**src/rtl/ctrl_pipeline.sv**
```systemverilog
// ctrl_pipeline
// Decodes fetched opcodes into control bundles and carries them through
// EX, MEM and WB registers with stall and flush support. Two-word
// instructions (ADDI, LDM, LDD, STD) either absorb the next valid word as
// their immediate (MULTIWORD=1) or take it from imm_in in the same cycle
// (MULTIWORD=0).
//
// Parameters:
//   OPCODE_W  opcode width (>=7); any set bit above bit 6 decodes as NOP
//   IMM_W     immediate width
//   MULTIWORD 1: immediate is the next valid word, 0: immediate on imm_in
//
// Ports:
//   clk          rising-edge clock
//   rst          synchronous active-high reset
//   instr_valid  instr carries a valid word this cycle
//   instr        opcode in [OPCODE_W-1:0] or immediate in [IMM_W-1:0]
//   imm_in       same-cycle immediate (MULTIWORD=0 only)
//   stall        hazard stall
//   flush        taken-branch kill
//   imm_pending  next valid word will be consumed as an immediate
//   id_srcs      {branch[2:0], setC, load}
//   ex_cntrl     {func[2:0], skipE}
//   ex_imm       immediate for EX
//   ex_imm_sel   {imm1, imm2}
//   me_cntrl     {wr, pop, push, skipM}
//   wb_cntrl     skipW
module ctrl_pipeline #(
  parameter int OPCODE_W  = 7,
  parameter int IMM_W     = 16,
  parameter int MULTIWORD = 1
) (
  input  logic                                                clk,
  input  logic                                                rst,
  input  logic                                                instr_valid,
  input  logic [((OPCODE_W > IMM_W) ? OPCODE_W : IMM_W)-1:0]  instr,
  input  logic [IMM_W-1:0]                                    imm_in,
  input  logic                                                stall,
  input  logic                                                flush,
  output logic                                                imm_pending,
  output logic [4:0]                                          id_srcs,
  output logic [3:0]                                          ex_cntrl,
  output logic [IMM_W-1:0]                                    ex_imm,
  output logic [1:0]                                          ex_imm_sel,
  output logic [3:0]                                          me_cntrl,
  output logic                                                wb_cntrl
);

  // Full control bundle as it leaves decode; the MEM and WB parts ride
  // along in the EX register until their stage picks them up.
  typedef struct packed {
    logic [2:0] branch;
    logic       setc;
    logic       load;
    logic [2:0] func;
    logic       skip_e;
    logic       imm1;
    logic       imm2;
    logic       wr;
    logic       pop;
    logic       push;
    logic       skip_m;
    logic       skip_w;
  } ctrl_t;

  typedef enum logic {
    S_IDLE,
    S_IMM
  } state_t;

  function automatic ctrl_t bubble();
    ctrl_t c;
    c        = '0;
    c.skip_e = 1'b1;
    c.skip_m = 1'b1;
    c.skip_w = 1'b1;
    return c;
  endfunction

  // Opcodes wider than 7 bits are only legal with all upper bits clear.
  function automatic logic upper_clear(input logic [OPCODE_W-1:0] opc);
    return ((opc >> 7) == '0);
  endfunction

  function automatic ctrl_t decode(input logic [OPCODE_W-1:0] opc);
    ctrl_t      c;
    logic [6:0] op;
    c  = bubble();
    op = opc[6:0];
    if (upper_clear(opc)) begin
      casez (op)
        7'b0001100: c.setc = 1'b1;
        7'b0010100: c.skip_e = 1'b1;
        7'b0100???: begin
          c.func   = op[2:0];
          c.skip_e = 1'b0;
          c.skip_w = 1'b0;
        end
        7'b0101000: begin
          c.skip_e = 1'b0;
          c.skip_w = 1'b0;
          c.imm2   = 1'b1;
        end
        7'b0110000: c.skip_w = 1'b0;
        7'b0111000: begin
          c.skip_w = 1'b0;
          c.imm1   = 1'b1;
        end
        7'b1000000: begin
          c.skip_m = 1'b0;
          c.wr     = 1'b1;
          c.push   = 1'b1;
        end
        7'b1001000: begin
          c.skip_m = 1'b0;
          c.pop    = 1'b1;
          c.skip_w = 1'b0;
        end
        7'b1010000: begin
          c.skip_e = 1'b0;
          c.skip_m = 1'b0;
          c.skip_w = 1'b0;
          c.load   = 1'b1;
          c.imm2   = 1'b1;
        end
        7'b1011000: begin
          c.skip_e = 1'b0;
          c.skip_m = 1'b0;
          c.wr     = 1'b1;
          c.imm2   = 1'b1;
        end
        7'b110????: begin
          case (op[3:2])
            2'b00:   c.branch = 3'b101;
            2'b01:   c.branch = 3'b110;
            2'b10:   c.branch = 3'b111;
            default: c.branch = 3'b100;
          endcase
        end
        default: c = bubble();
      endcase
    end
    return c;
  endfunction

  function automatic logic is_two_word(input logic [OPCODE_W-1:0] opc);
    logic [6:0] op;
    op = opc[6:0];
    return upper_clear(opc) &&
           (op == 7'b0101000 || op == 7'b0111000 ||
            op == 7'b1010000 || op == 7'b1011000);
  endfunction

  state_t           state_q, state_next;
  ctrl_t            latch_q, latch_next;
  ctrl_t            ex_q, ex_next;
  logic [IMM_W-1:0] ex_imm_q, ex_imm_next;
  logic [3:0]       me_q, me_next;
  logic             me_skip_w_q, me_skip_w_next;
  logic             wb_q, wb_next;

  ctrl_t            dec;
  logic             dec_two;

  // Next-state and next-stage logic. Flush beats stall for EX and the FSM,
  // but a stall still forces a bubble into MEM whatever flush does.
  always_comb begin
    dec            = decode(instr[OPCODE_W-1:0]);
    dec_two        = is_two_word(instr[OPCODE_W-1:0]);
    state_next     = state_q;
    latch_next     = latch_q;
    ex_next        = ex_q;
    ex_imm_next    = ex_imm_q;
    me_next        = {ex_q.wr, ex_q.pop, ex_q.push, ex_q.skip_m};
    me_skip_w_next = ex_q.skip_w;
    wb_next        = me_skip_w_q;

    if (stall) begin
      me_next        = 4'b0001;
      me_skip_w_next = 1'b1;
    end

    if (flush) begin
      ex_next     = bubble();
      ex_imm_next = '0;
      state_next  = S_IDLE;
      latch_next  = bubble();
    end else if (!stall) begin
      ex_next     = bubble();
      ex_imm_next = '0;
      if (state_q == S_IMM) begin
        // The word is taken verbatim as the immediate, never decoded.
        if (instr_valid) begin
          ex_next     = latch_q;
          ex_imm_next = instr[IMM_W-1:0];
          state_next  = S_IDLE;
        end
      end else if (instr_valid) begin
        if (dec_two && (MULTIWORD != 0)) begin
          latch_next = dec;
          state_next = S_IMM;
        end else begin
          ex_next = dec;
          if (dec_two) begin
            ex_imm_next = imm_in;
          end
        end
      end
    end
  end

  // FSM state register.
  always_ff @(posedge clk) begin
    if (rst) begin
      state_q <= S_IDLE;
    end else begin
      state_q <= state_next;
    end
  end

  // Latched two-word bundle and the EX/MEM/WB control registers.
  always_ff @(posedge clk) begin
    if (rst) begin
      latch_q     <= bubble();
      ex_q        <= bubble();
      ex_imm_q    <= '0;
      me_q        <= 4'b0001;
      me_skip_w_q <= 1'b1;
      wb_q        <= 1'b1;
    end else begin
      latch_q     <= latch_next;
      ex_q        <= ex_next;
      ex_imm_q    <= ex_imm_next;
      me_q        <= me_next;
      me_skip_w_q <= me_skip_w_next;
      wb_q        <= wb_next;
    end
  end

  assign imm_pending = (state_q == S_IMM);
  assign id_srcs     = {ex_q.branch, ex_q.setc, ex_q.load};
  assign ex_cntrl    = {ex_q.func, ex_q.skip_e};
  assign ex_imm      = ex_imm_q;
  assign ex_imm_sel  = {ex_q.imm1, ex_q.imm2};
  assign me_cntrl    = me_q;
  assign wb_cntrl    = wb_q;

endmodule

```
**config.mk**
```make
export PLATFORM = sky130hd
export DESIGN_NAME = ctrl_pipeline
export DESIGN_NICKNAME = d
export VERILOG_FILES = /design/src/rtl/ctrl_pipeline.sv
export SDC_FILE = /design/constraint.sdc
export NUM_CORES = 1
export LEC_CHECK = 0
export BUFFER_PORTS_ARGS = -buffer_cell sky130_fd_sc_hd__buf_2
export CAP_MARGIN = 10
export CORE_AREA = 2 2 68 70
export CTS_CLUSTER_DIAMETER = 60
export DETAILED_ROUTE_END_ITERATION = 16
export DIE_AREA = 0 0 70 72
export PLACE_DENSITY = 0.82
export SLEW_MARGIN = 0
export SYNTH_ARGS = -nofsm -noshare
export SYNTH_HDL_FRONTEND = slang
export SYNTH_SLANG_ARGS = --single-unit
```
**constraint.sdc**
```tcl
create_clock -name clk -period 4.03 [get_ports clk]
set_input_delay 0.403 -clock clk [delete_from_list [all_inputs] [get_ports clk]]
set_output_delay 0.403 -clock clk [all_outputs]
set_load 0.02 [all_outputs]
```
==> results.py <==
metrics = {
    "die": {
        "die_x_um": 70,
        "io_pins": 70,
        "rows": 24,
        "initial_core_util": 0.535,
        "die_h_um": 72,
        "die_area_sq_um": 5040,
        "fp.coreArea_sq_um": 4260,
    },
    "placed_design": {
        "place_worst_setup_slack_ns": 1.95,
        "place_hpwl_mm": 3.12,
        "place_inst": 326,
        "gp_congestion": 0.917,
        "port_buffers": 53,
        "placed_area_sq_um": 2440,
    },
    "timing": {
        "setup_viol": 0,
        "tightest_slew_ns": 0.772,
        "max_freq_mhz": 560,
        "period_share": 0.443,
        "slew_violations": 0,
        "rsz0062_at_grt": "false",
        "finClkSkew_ns": 0.00463,
        "hold_violations": 0,
        "period_needed_ns": 1.79,
        "finalSetupTns_ns": 0,
        "slew-limit-headroom": 0.485,
        "fin_ws_ns": 2.24,
    },
    "power_and_ir_drop": {
        "power.leakage_nw": 1.05,
        "vdd_drop_max_mv": 0.192,
        "powerDensity_nw_per_um2": 354,
    },
    "worst_setup_path": {
        "worst_ep_required_time_ns": 4.23,
        "cp-start-kind": "input port",
        "rrSetupSlack_ns": 2.50,
        "worstSetupEndpoint": "latch_q[7]$_SDFFE_PP1P_",
        "worstSetupPathType": "input port to flip-flop",
        "r2r_start": "imm_pending$_SDFFE_PP0N_",
        "critPathArrivalTime_ns": 1.99,
        "path_max_fanout": 44,
        "r2r_end": "latch_q[7]$_SDFFE_PP1P_",
        "crit_start": "stall",
        "reg2reg_depth": 4,
        "endpoint_kind": "flip-flop",
    },
    "global_routing": {
        "grt_pass1_vias": 1687,
        "antenna_found_initial": 0,
        "track_usage": 0.195,
        "grt_max_degree": 45,
        "grt_pass1_wl_mm": 7.87,
        "grt.overflow.total": 0,
    },
    "run_status": {
        "outcome": "finished, final reports clean",
    },
    "layout": {
        "layout-drive-gt1-share": 0.264,
        "final_cell_mix": "dfxtp_1 (55), buf_2 (53), nor2_1 (26)",
        "final_common_cell": "dfxtp_1",
        "final_cells": 332,
        "antennaDiodeCount": 0,
        "finalNetCount": 322,
        "syn_to_final_growth_pct": 10.1,
        "fin_area_sq_um": 2510,
        "utilization": 0.589,
    },
    "cts": {
        "cts_resized": 0,
        "postCtsHoldBufs": 0,
        "htree_levels": 2,
        "post_cts_buffers": 0,
        "cts.clk_slew.worst_paths_ns": 0.09,
        "worstSkewPairLatency_ns": 0.30,
        "clk_path_buf_depth": 2,
        "cts_root_buf": "clkbuf_8",
        "numCtsBuffers": 5,
        "cts_tree": "built",
        "cts.sinks": 55,
    },
    "synthesis": {
        "ys_seq_area_frac": 0.483,
        "yosysWarnings": 0,
        "netlist_instances": 249,
        "synth_edf_count": 0,
        "synth.distinct_cells": 44,
        "avgSynthCellArea_sq_um": 9.16,
        "netlist_area_sq_um": 2280,
        "async_flop_share": 0,
        "synth-seq-cells": 55,
        "synth_flop_cell": "dfxtp_1",
        "synthesis.nets": 290,
    },
    "detailed_routing": {
        "dr.pass1.iters": 4,
        "via_per_inst": 5.74,
        "wl_mm": 4.74,
        "route.detailed.drc": 0,
        "final_antenna_net_count": 0,
        "routedWlPerCell_um": 14.3,
        "drt-initial-drc-count": 140,
        "vias": 1905,
    },
    "worst_hold_path": {
        "worstHoldPathType": "input port to flip-flop",
    },
    "flow_run": {
        "drv_cap": 0,
    },
}
[power by group]
group / internal [mW] / total, mW / switching (mW)
clock network: 0.116 / 0.275 / 0.158
logic: 0.0221 / 0.0670 / 0.0449
registers: 0.546 / 0.547 / 0.00114
[how the worst min path moves through the flow]
stage / startpoint / endpoint / slack (ns) / depth (start not counted)
floorplan: me_skip_w_q$_SDFF_PP1_ / wb_cntrl$_SDFF_PP1_ / 0.39 / 1
global placement: me_skip_w_q$_SDFF_PP1_ / wb_cntrl$_SDFF_PP1_ / 0.39 / 1
detailed placement: me_skip_w_q$_SDFF_PP1_ / wb_cntrl$_SDFF_PP1_ / 0.40 / 1
CTS: instr[10] / ex_imm[10]$_SDFFE_PP0N_ / 0.32 / 3
global route: instr[10] / ex_imm[10]$_SDFFE_PP0N_ / 0.33 / 3
finish: instr[15] / ex_imm[15]$_SDFFE_PP0N_ / 0.33 / 3
[layer usage]
metal,GRT usage,share of wire,up-vias
li1,-,-,937
met1,0.261,0.47,893
met2,0.303,0.44,67
met3,0.0472,0.069,8
met4,0.0876,0.017,0
met5,0,0,-
[flip-flops by register name, summed over array words and instances (netlist names)]
register,flops
latch_q,16
ex_imm_sel,2
me_skip_w_q,1
ex_imm,16
id_srcs,5
ex_q,5
imm_pending,1
ex_cntrl,4
wb_cntrl,1
me_cntrl,4
[kinds of logic (layout without fill, tap and decap cells)]
kind of cell	count (synthesis)	in the layout	synth area share
mux	3	3	0.0132
simple gates	92	92	0.214
fa+ha+maj	4	4	0.0219
compound gates	60	60	0.180
flops	55	55	0.483
buf+inv	35	66	0.0883
[through the flow]
step	hold slack (ns)	power, mW
global placement	0.392	0.625
detailed placement	0.398	0.625
CTS	0.325	0.896
floorplan	0.389	0.603
finish	0.332	0.889
global route	0.327	0.928
[final cells by class]
type                       instances  area [sq um]
fill                             394          1750
inverter                           6          22.5
timing repair buffer              54           273
sequential                        55          1100
tap                               52          65.1
clock buffer                       6          72.6
multi-input combinational        159           978
[synthesized netlist by cell type (2+ instances only)]
master,count,area share
buf_2,5,0.011
nor4b_1,2,0.0077
or3_1,2,0.0055
dfxtp_1,55,0.48
nor3_1,4,0.0088
and3_2,5,0.016
nor2b_1,3,0.0082
a21oi_1,13,0.029
a211oi_1,2,0.0066
or2_2,3,0.0082
nor2_1,26,0.043
o21ai_0,6,0.013
nor3b_1,2,0.0066
nand4_1,4,0.011
clkbuf_1,10,0.016
a31oi_1,7,0.019
nand3_1,6,0.013
buf_4,12,0.039
mux2i_1,3,0.013
nand2b_1,2,0.0055
and2_1,2,0.0055
a221oi_1,3,0.012
nand3b_1,3,0.0099
a22oi_1,19,0.063
and3_1,6,0.016
inv_1,6,0.0099
nand2_1,18,0.030
ha_1,4,0.022
[worst max-delay path, cell delays in order]
cell,delay (ns)
buf_2,0.58
nor2_1,0.19
and3_2,0.32
a41o_2,0.29
a21o_2,0.18
(Power assumes the default switching activity.)
